--- config.mk ---
export PLATFORM = sky130hd
export DESIGN_NAME = stm_sequencer
export DESIGN_NICKNAME = d
export VERILOG_FILES = /design/src/rtl/exec_pkg.sv /design/src/rtl/reg_count.sv /design/src/rtl/stm_sequencer.sv
export SDC_FILE = /design/constraint.sdc
export NUM_CORES = 1
export LEC_CHECK = 0
export ABC_AREA = 1
export BUFFER_PORTS_ARGS = -buffer_cell sky130_fd_sc_hd__buf_2
export CORE_MARGIN = 2
export CORE_UTILIZATION = 58
export CTS_CLUSTER_DIAMETER = 60
export DETAILED_ROUTE_END_ITERATION = 8
export PLACE_DENSITY = 0.87
export SLEW_MARGIN = 20
export SYNTH_ARGS = -nofsm -noshare
export SYNTH_HDL_FRONTEND = slang
export SYNTH_SLANG_ARGS = --single-unit
--- constraint.sdc ---
create_clock -name clock -period 6.5 [get_ports clock]
set_input_delay 0.975 -clock clock [delete_from_list [all_inputs] [get_ports clock]]
set_output_delay 0.975 -clock clock [all_outputs]
set_load 0.01 [all_outputs]
--- src/rtl/exec_pkg.sv ---
// rtl/exec_pkg.sv - shared execute-stage encodings for the store-multiple sequencer
package exec_pkg;

  // Addressing modes: increment/decrement, after/before
  typedef enum logic [1:0] {
    MODE_IA = 2'd0,
    MODE_IB = 2'd1,
    MODE_DA = 2'd2,
    MODE_DB = 2'd3
  } stm_mode_e;

  typedef enum logic [1:0] {
    ST_IDLE   = 2'd0,
    ST_SETUP  = 2'd1,
    ST_XFER   = 2'd2,
    ST_FINISH = 2'd3
  } stm_state_e;

  // Register select meaning "no register"
  localparam logic [3:0] REG_NONE = 4'hF;

endpackage

--- src/rtl/reg_count.sv ---
// rtl/reg_count.sv - combinational population count of a 15-bit register list
module reg_count (
  input  logic [14:0] bits,
  output logic [4:0]  count
);

  // Sum of set bits; 15 bits fit in a 5-bit result
  always_comb begin
    count = '0;
    for (int i = 0; i < 15; i++) begin
      count = count + {4'b0000, bits[i]};
    end
  end

endmodule

--- src/rtl/stm_sequencer.sv ---
// rtl/stm_sequencer.sv - store-multiple sequencer issuing register-list words to data memory
module stm_sequencer
  import exec_pkg::*;
(
  input  logic        clock,
  input  logic        reset,
  input  logic        start,
  input  logic [14:0] reg_list,
  input  logic [31:0] base_addr,
  input  logic [3:0]  base_reg,
  input  logic [1:0]  mode,
  input  logic        writeback,
  output logic [3:0]  sel_rd,
  input  logic [31:0] rd_data,
  output logic        mem_valid,
  input  logic        mem_ready,
  output logic [31:0] mem_addr,
  output logic [31:0] mem_wdata,
  output logic        wb_not_enable,
  output logic [3:0]  wb_sel,
  output logic [31:0] wb_data,
  output logic        busy,
  output logic        done
);

  stm_state_e  state_q, state_d;
  logic [14:0] list_q, list_d, list_after, scan;
  logic [31:0] base_q, final_q, final_d, addr_d;
  logic [3:0]  base_reg_q, sel_d, lowest;
  stm_mode_e   mode_q;
  logic        wb_q, load;
  logic [4:0]  count;
  logic [31:0] span;
  logic        wb_ne_d;
  logic [3:0]  wb_sel_d;
  logic [31:0] wb_data_d;

  reg_count u_reg_count (
    .bits  (list_q),
    .count (count)
  );

  // Byte span of the whole transfer: four bytes per listed register
  assign span = {25'd0, count, 2'b00};

  // Working list once the currently selected register has been stored
  assign list_after = list_q & ~(15'd1 << sel_rd);

  assign mem_valid = (state_q == ST_XFER);
  assign mem_wdata = rd_data;
  assign busy      = (state_q != ST_IDLE);
  assign done      = (state_q == ST_FINISH);

  // Lowest set bit of the list being scanned, so registers go out in ascending order
  always_comb begin
    scan   = (state_q == ST_XFER) ? list_after : list_q;
    lowest = 4'd0;
    for (int i = 14; i >= 0; i--) begin
      if (scan[i]) lowest = 4'(i);
    end
  end

  // State register
  always_ff @(posedge clock or posedge reset) begin
    if (reset) state_q <= ST_IDLE;
    else       state_q <= state_d;
  end

  // Next state and next values of the registered outputs
  always_comb begin
    state_d   = state_q;
    load      = 1'b0;
    list_d    = list_q;
    addr_d    = mem_addr;
    final_d   = final_q;
    sel_d     = sel_rd;
    wb_ne_d   = 1'b1;
    wb_sel_d  = REG_NONE;
    wb_data_d = '0;
    case (state_q)
      ST_IDLE: begin
        if (start) begin
          load    = 1'b1;
          list_d  = reg_list;
          state_d = ST_SETUP;
        end
      end
      ST_SETUP: begin
        case (mode_q)
          MODE_IA: begin addr_d = base_q;                 final_d = base_q + span; end
          MODE_IB: begin addr_d = base_q + 32'd4;         final_d = base_q + span; end
          MODE_DA: begin addr_d = base_q - span + 32'd4;  final_d = base_q - span; end
          default: begin addr_d = base_q - span;          final_d = base_q - span; end
        endcase
        sel_d = lowest;
        // An empty list still completes, but never writes the base back
        state_d = (count == 5'd0) ? ST_FINISH : ST_XFER;
      end
      ST_XFER: begin
        if (mem_ready) begin
          list_d = list_after;
          addr_d = mem_addr + 32'd4;
          sel_d  = lowest;
          if (list_after == 15'd0) begin
            state_d   = ST_FINISH;
            wb_ne_d   = ~wb_q;
            wb_sel_d  = wb_q ? base_reg_q : REG_NONE;
            wb_data_d = wb_q ? final_q : 32'd0;
          end
        end
      end
      default: state_d = ST_IDLE;
    endcase
  end

  // Datapath registers: latched command, working list, beat address and writeback port
  always_ff @(posedge clock or posedge reset) begin
    if (reset) begin
      list_q        <= '0;
      base_q        <= '0;
      base_reg_q    <= REG_NONE;
      mode_q        <= MODE_IA;
      wb_q          <= 1'b0;
      final_q       <= '0;
      mem_addr      <= '0;
      sel_rd        <= '0;
      wb_not_enable <= 1'b1;
      wb_sel        <= REG_NONE;
      wb_data       <= '0;
    end else begin
      if (load) begin
        base_q     <= base_addr;
        base_reg_q <= base_reg;
        mode_q     <= stm_mode_e'(mode);
        wb_q       <= writeback;
      end
      list_q        <= list_d;
      final_q       <= final_d;
      mem_addr      <= addr_d;
      sel_rd        <= sel_d;
      wb_not_enable <= wb_ne_d;
      wb_sel        <= wb_sel_d;
      wb_data       <= wb_data_d;
    end
  end

endmodule

[Word-level counts from Yosys, hierarchy flattened]
Cells that the tools add are included.
W data, S select, Z words.
Cells by class
  multiplexer cells: 43
  equal/unequal tests: 8
  div/mod/pow operators: 0
  $mul: 0
  reduce and logical (&&, ||, !) cells: 11
  add/sub/neg operators: 19
  order comparisons: 0
  shifts and indexed selects: 1
  bitwise operators: 3
Operators with widths (count)
  $mux W32: 6
  $add A32 B3 Y32 const B: 3
  $pmux W32 S3: 1
  $mux W4: 20
  $add A5 B1 Y5: 13
  $pmux W32 S2: 1
  $mux W15: 3
  $add A32 B7 Y32: 1
  $sub A32 B7 Y32: 1
  $pmux W15 S2: 1
  $and A15 B15 Y15: 1
  $logic_not A15 Y1: 1
  $not A15 Y15: 1
  $shl A1 B4 Y15 const A: 1
  $pmux W4 S2: 1
  $eq A2 B2 Y1 const B: 3
  $mux W1: 6
  $mux W2: 3
  $pmux W2 S3: 1
  $reduce_and A3 Y1: 2
  $reduce_bool A2 Y1: 3
  $logic_not A5 Y1: 1
  $eq A2 B1 Y1 const B: 2
  $logic_not A2 Y1: 2
  6 further kinds: 7
Storage, ports and cells
  bits in latches: 0
  input bits: 90
  memories: 0
  output and inout bits: 108
  flip-flop bits (word level): 161
  logic and storage cells: 97
  memory bits (writable): 0
  bits in read-only memories: 0

[Logic depth before layout (Yosys ltp)]
Gate-level depths: netlist of the first run.
  word-level depth: 21
  depth in mapped cells: 36
  depth with buffers taken out: 35

[Hierarchy]
Synthesis of the first run repeated with hierarchy kept, for this count alone.
Unflattened totals
  cells, all modules: 1809
  area, all modules: 12406.9 sq um
By module, submodules not included
  stm_sequencer: sequential area each 4040.1 sq um, area each 12072.8 sq um, cells each 1771, instances 1
  reg_count: sequential area each 0.0 sq um, area each 334.1 sq um, cells each 38, instances 1

[Worst setup path after synthesis of the first run]
Ideal clock, no wire load.
  path type: register to register
  start point: register list_q[0]
  end point: register mem_addr[18]
  setup slack: 892 ps
  data arrival time: 5474 ps
  data required time: 6366 ps
  cell stages (with the launch flop): 30
  path buffers: 0
  period minus slack after synthesis: 5608 ps
  setup time: 134 ps
  cell sequence: dfrtp_1 ha_1 inv_1 fa_1 inv_1 fa_1 fa_1 inv_1 fa_1 inv_1 ha_1 inv_1 fa_1 fa_1 nand2_1 o21ai_1 ha_1 inv_1 a21oi_1 nand3_1 nor2_2 nand2_2 nor2_4 nand2_1 nor2_2 nand2_1 nand3_1 a21oi_1 o21ai_1 o21ai_0
Between the ends
  word-level cells in the longest chain between the ends: 18
Ends and longest elaborated chain
  start: declaration: line stm_sequencer.sv:27  | logic [14:0] list_q, list_d, list_after, scan;
  start signal: assignment: line stm_sequencer.sv:137  | list_q <= list_d;
  $add A1 B1 Y2 (*): line reg_count.sv:11  | count = count + {4'b0000, bits[i]};
  $add A5 B1 Y5 (*) (13 in a row): line reg_count.sv:11
  $sub A32 B7 Y32 (*): line stm_sequencer.sv:92, stm_sequencer.sv:93
  $add A32 B3 Y32: line stm_sequencer.sv:92  | MODE_DA: begin addr_d = base_q - span + 32'd4; final_d = base_q - span; end
  $pmux W32 S3 (*): line stm_sequencer.sv:89  | case (mode_q)
  $pmux W32 S2 (*): line stm_sequencer.sv:80  | case (state_q)
  end signal: assignment: line stm_sequencer.sv:139  | mem_addr <= addr_d;
  end: declaration: line stm_sequencer.sv:17  | output logic [31:0] mem_addr,
Mark *: on every way between the ends. The rest lies on a longest branch, timed or not.
A chain may end at the register's enable or synchronous reset.

[Final worst setup path of the first run]
  start point: register list_q[0]
  end point: register mem_addr[26]
The elaborated chain is that of the path after synthesis.

==> results of run 1 <==
-- cells in the mapped netlist, drive strengths merged, types with 2 or more instances --
library cell  number  area, um^2
nand2            435        1740
nor2             267        1200
inv              233         877
dfrtp            152        3800
nand3            145         818
a21oi            128         671
o21ai            114         571
buf               61         424
clkbuf            53         199
nand4             38         244
a31oi             37         231
ha                27         338
nor3              22         120
o211ai            13        97.6
xor2              13         114
fa                11         220
nor4              11        68.8
dfstp              9         236
mux2               9         101
xnor2              7        61.3
a211oi             6        45.0
or2                6        37.5
o21a               5        37.5
o21bai             5        37.5
o22ai              5        31.3
a22oi              3        22.5
o31ai              3        22.5
o32ai              2        17.5
-- final timing paths --
check / cells past startpoint / start / to
max: 30 / list_q[0] / mem_addr[26]
max in group asynchronous: 3 / reset / wb_data[26]
min reg2reg: 2 / final_q[5] / final_q[5]
min: 2 / final_q[5] / final_q[5]
min in group asynchronous: 2 / reset / final_q[2]
max reg2reg: 30 / list_q[0] / mem_addr[26]
-- repair_timing --
action	in CTS	in global routing
resized for setup	0	22
endpoints found under the setup margin	0	28
setup buffers	0	2
-- state kept, by name, summed over array words and instances, names as in the netlist --
signal and count:
base_q 32, final_q 32, mem_addr 32, wb_data 32
list_q 15, base_reg_q 4, sel_rd 4, wb_sel 4
mode_q 2, state_q 2, wb_not_enable 1, wb_q 1
-- layer usage --
| metal | vias to the layer above | track usage |
|---|---|---|
| li1 | 6038 | - |
| met1 | 5886 | 0.407 |
| met2 | 616 | 0.569 |
| met3 | 145 | 0.0452 |
| met4 | 0 | 0.174 |
| met5 | - | 0 |
-- metrics by stage --
step	setup WS (ps)	setup TNS [ps]	hold WS (ps)
6_report	218	0	487
5_1_grt	-67.2	-192	505
4_1_cts	156	0	492
3_5_place_dp	181	0	473
3_3_place_gp	363	0	466
2_1_floorplan	892	0	449
-- cell families after synthesis --
| logic type | count (synthesis) | synth area share |
|---|---|---|
| DFF | 161 | 0.324 |
| adders and majority gates | 38 | 0.0447 |
| and+or+nand+nor | 927 | 0.341 |
| xor gates and xnor gates | 20 | 0.0140 |
| muxes | 9 | 0.00812 |
| buffers and inverters | 348 | 0.121 |
| AOI/OAI and AO/OA | 328 | 0.148 |
-- layout by cell type (no fill, tap or decap), types with 6 or more instances in the layout --
master	instances
buf_4	15
inv_6	6
clkbuf_16	17
mux2_2	9
nand3_1	129
or2_2	6
nor3_1	20
nand2_4	6
o21ai_0	102
nand2_2	27
dfstp_2	9
o211ai_1	13
inv_2	10
nand2_1	402
xnor2_1	7
nand3_2	13
nor2_2	34
buf_2	133
fa_1	9
inv_1	222
xor2_1	13
nand4_1	37
ha_1	23
dfrtp_1	152
nor4_1	11
o21ai_1	12
a31oi_1	37
a21oi_2	8
a21oi_1	119
nor2_4	15
a211oi_1	6
nor2_1	216
-- layout make-up --
class	instances	area, um^2	share of cell area
multi-input cells	1322	7010	0.514
flip-flops and latches	161	4040	0.296
inverters	234	886	0.0649
repair buffers	149	790	0.0579
clock buffers	18	429	0.0315
well taps	275	344	0.0252
clock inverters	14	140	0.0103
-- worst register-to-register path, delay by kind of cell, from the launching register on --
family,cells,cell delay (ps)
AOI/OAI and AO/OA,3,390
DFF,1,420
buffers and inverters,6,330
and+or+nand+nor,12,1360
adders and majority gates,9,3710
==> metrics list, run 1 <==
- Buffers inserted during clock tree synthesis total 17.
- Die span in y: roughly 150 um
- Kind of start point of the critical path: register
* Crit-path most repeated cell: inv_1
- Worst Path Required: between 6000 and 7000 ps
- In this design, the stage delay of the slowest critical-path cell is 610 ps.
- Port-buffer cells: 133
- Top-Level Pins: approximately 200
- Yosys printed 0 warnings.
* Diode insertion count for antenna repair: 0
* Violation count after the first detailed-routing iteration: 1337
* Overall Global Routing Usage: 0.332
* Fin Clk Skew: 13.7 ps
- In this run the horizontal extent of the chip is ~150 um.
* Area growth from synthesis to layout: 9.35%
- Final period utilization: 0.966
- Post-detailed-route count of antenna-violating nets: 0
- Total of max-cap violations: 0
- Worst max-slew margin expressed relative to the limit: 0.272
- STA classifies the critical path endpoint as a register.
- HP Class: reg2reg
- Number of core rows: 53
- Summed over all layers, the routed wires come to 37700 um.
- Final Max Tran Viols: 0
- After synthesis, the share of flip-flops with an asynchronous set or reset is 1.00.
* Via count of the first global-routing pass: 11.8k
- Number of synthesized register bits: 161
* R2R Setup Slk: 220 ps
- Among all stages on the critical path, the largest delay is contributed by fa_2.
- Syn Std Cell Area: 12500 um^2
- The most used flip-flop cell after synthesis is dfrtp_1.
- Detailed placement finished with a half-perimeter wire length of 27600 um.
- Met3 layer wire length in the routed design: about 2500 um
* Arr. time, crit path: 6650 ps
* Global placer's final weighted congestion: 1.02
- The detailed router put a total of 15100 um of wire on met1.
- After filler insertion, the fill cell instance count of the layout stands at 1918.
- Final hold violation count: 0
- Synthesized netlist net count: 1959
- Summed over all layers, the global routing overflow is 0.
- Dividing the detail-routed wire length by the instance count gives 17.4 um.
* Worst path buffer plus inverter count: 6
* Maximum clock frequency: ~0.16 GHz
- For the pin with the worst max-slew slack, the measured transition is 1090 ps.
* Clock H-tree levels: 4
- Signal routing reaches up to met4.
* Clock-pin slew on the worst setup and hold paths: about 70 ps
- Counting I/O delays and the setup requirement, the final critical path takes 6280 ps.
* Final standard cell utilization of the core: 0.647
- The first global-routing pass estimated just under 60000 um of wire.
- TritonCTS clock tree: built
* Met2 routed WL: ~18000 um
- The synthesized netlist contains 56 unique library cells.
* Cts-stage hold buffer count: 0
- Worst-path fanout max: 4
- Excluding fillers, the count of instances in the completed layout stands at 2173.
- In this run the cell area measured after placement is 13000 um^2.
- Largest net degree at the start of global routing: 84
- Layout cells sized above 1: 0.177
- Number of nets in the layout: between 2k and 2.5k
* Number of cells after detailed placement: 2139
- A synthesized cell averages 6.81 um^2.
* Family with the most delay on the worst path: adder cells
- Total vias in the final route: 12.7k
- Initial antenna violation count: 0
- The floorplan step defined a core boundary enclosing 21100 um^2.
- The initial utilization of the core area, before any placement, comes to 0.592.
- The die covers 22700 um^2.
- After detailed routing, the number of remaining DRC violations is 0.
- After detailed routing, the number of vias per cell comes to 5.84.
- Root Buffer Master: clkbuf_16
* Max Buffers Root-to-Sink: 2
- Layout Cell Area excl Fill: 13600 um^2
- For this run, the register share of the synthesized area comes to 0.324.
- Sink count of the clock tree: 161
- The run finished with clean final reports.
- The worst setup path is of the reg2reg kind.
* DRT Pass-1 Iters: 6
- Synthesis handed over a netlist of 1831 instances.
- Number of failing setup endpoints in the final timing report: 0
* Count of flip-flops with a built-in enable after synthesis: 0
- For the worst-skew pair, the clock arrives at the later sink with an insertion delay of 450 ps.
Power of run 1 is left out: the tool's default activity adds up to more than one toggle a clock period on the data nets, which glitch-free logic cannot reach.
==> run 2, diff against run 1 <==
--- a/config.mk
+++ b/config.mk
@@ -10,6 +10,7 @@
 export CORE_MARGIN = 2
-export CORE_UTILIZATION = 58
+export CORE_UTILIZATION = 60
+export CTS_BUF_LIST = sky130_fd_sc_hd__clkbuf_2 sky130_fd_sc_hd__clkbuf_4 sky130_fd_sc_hd__clkbuf_8
 export CTS_CLUSTER_DIAMETER = 60
 export DETAILED_ROUTE_END_ITERATION = 8
-export PLACE_DENSITY = 0.87
+export PLACE_DENSITY = 0.9
 export SLEW_MARGIN = 20
==> constraint.sdc (replaced) <==
create_clock -name clock -period 6.5 [get_ports clock]
set_input_delay 1.3 -clock clock [delete_from_list [all_inputs] [get_ports clock]]
set_output_delay 1.3 -clock clock [all_outputs]
set_load 0.01 [all_outputs]
==> metrics list, run 2 (synthesized netlist as in run 1, its figures left out) <==
- Result of the run: finished, final reports clean
* HP Class: reg2reg
- Detailed placement ended at an HPWL of 27600 um.
* Max Buffers Root-to-Sink: 2
* Final critical path time including I/O delays and setup: 6210 ps
- Setup violations remaining at the end of the flow were counted as 0.
- Post-layout instance count excluding filler cells: 2168
* Via count of the first global-routing pass: 12.2k
* Residual DRC: 0
* Sort of element at the end of the critical path: register
* Setup TNS after final layout: 0 ps
- Clock H-tree levels: 4
- The final layout contains routed wiring with a total length of 37100 um.
- Final Max Tran Viols: 0
- Worst slack on hold paths: 494 ps
- Kind of start point of the critical path: register
* Global placer's final weighted congestion: about 1.0
* Total of max-cap violations: 0
* Total vias in the final route: 12.8k
- At the end of the flow the core is filled with cells to 0.665.
* Worst-path fanout max: 4
* Arr. time, crit path: roughly 6600 ps
- Number of cells after detailed placement: ~2.1k
- The floorplan step defined a die boundary enclosing 22000 um^2.
- Global routing finished with a remaining overflow of 0.
* Port-buffer cells: 133
* Later-pin clock latency in the skew report: 480 ps
- Number of core rows: 52
- The initial antenna violation count came to 0.
- In the layout the commonest cells are nand2_1 (403), inv_1 (222), nor2_1 (219).
- 0 antenna diodes ended up in the layout.
- Number of nets in the layout: 2013
- Root Buffer Master: clkbuf_8
- The number of failing hold endpoints at the final stage was 0.
- Of the cells placed in the final design, the portion with a size suffix greater than 1 is 0.175.
- Maximum clock frequency: 0.161 GHz
* Master of the slowest instance on the critical path: fa_2
- Transition time at the pin with the least slew margin: approximately 1100 ps
* First-pass GRT wire length: 59800 um
- Initial Util: 0.615
* Number of fillers in the final layout: 1835
* Count of buffers added by post-CTS timing repair for setup: 0
- Cts-stage hold buffer count: 0
- From left edge to right edge, the die measures 148 um.
- Area of the core: 20300 um^2
- Setup Crit Path Kind: reg2reg
* Crit-path most repeated cell: inv_1
- Per-cell via count in the routed design: 5.90
- Violation count after the first detailed-routing iteration: roughly 1.3k
- In this design, the stage delay of the slowest critical-path cell is 600 ps.
- TritonCTS clock tree: built
* Worst Path Required: between 6000 and 7000 ps
* Number of CTS-inserted buffers: 17
- Clock-pin slew was measured on the worst setup and hold paths at 100 ps.
- Most common cell after layout, fill and taps aside: nand2_1
* Area growth from synthesis to layout: 8.18%
- The clock net in this run drives a total of 161 sinks.
- Final period utilization: 0.955
- WL per Instance: 17.1 um
- Post-detailed-route count of antenna-violating nets: 0
- Entering global routing, the biggest net connects 115 pins.
- The worst pin sits at a relative slew slack of 0.260.
* Top-Level Pins: 198
- Measured along the y axis, the die boundary spans around 150 um.
- For this run, the total global-route usage over all layers was measured as 0.340.
- Fin Clk Skew: 20.7 ps
- For this run, the detailed router's first-pass iteration total came to 6.
[run 2: cell count changes in the layout (fill, tap and decap cells not counted), sizes merged]
cell / change
clkbuf: -1
inv: +1
bufinv: +3
clkinv: -3
[run 2: final cells by class]
cell class                 instances  area, um^2  area share
clock inverter                    15         190      0.0141
clock buffer                      17         234      0.0173
sequential                       161        4040       0.299
timing repair buffer             149         786      0.0582
inverter                         234         888      0.0658
multi-input combinational       1322        7020       0.520
tap                              270         338      0.0250
[run 2: layer usage]
metal  share of wire  up-vias  global-route usage
met1            0.39     5909               0.424
met3           0.076      167              0.0448
met4           0.055        0               0.175
met2            0.48      694               0.579
met5               0        -                   0
li1                -     6019                   -
[run 2: critical path: cells and delay by family (launching register included)]
family | cells | cell delay, ps
adder cells (fa/ha/maj) | 9 | 3660
AND/OR/NAND/NOR | 12 | 1320
flip-flops | 1 | 430
AO/OA/AOI/OAI | 3 | 430
buffers and inverters | 6 | 310
[run 2: per-stage QoR]
step	cell area, um^2	worst slack [ps]
after floorplan	12500	867
after global placement	13000	337
after detailed placement	13000	211
after CTS	13400	176
after global routing	13500	-26.9
final	13500	294
[run 2: path summary, 6_finish.rpt]
check | start | end | slack, ps | depth (start not counted)
max in group asynchronous | reset | mem_addr[28] | 4390 | 3
min in group asynchronous | reset | base_q[17] | 970 | 2
max | list_q[1] | mem_addr[26] | 290 | 30
min | mem_addr[1] | mem_addr[1] | 490 | 2
min reg2reg | mem_addr[1] | mem_addr[1] | 490 | 2
max reg2reg | list_q[1] | mem_addr[26] | 290 | 30
[run 2: timing repair]
action,4_1_cts,5_1_grt
hold endpoints to repair,0,0
resized for setup,0,20
endpoints found under the setup margin,0,26
Power of run 2 is left out for the same reason.
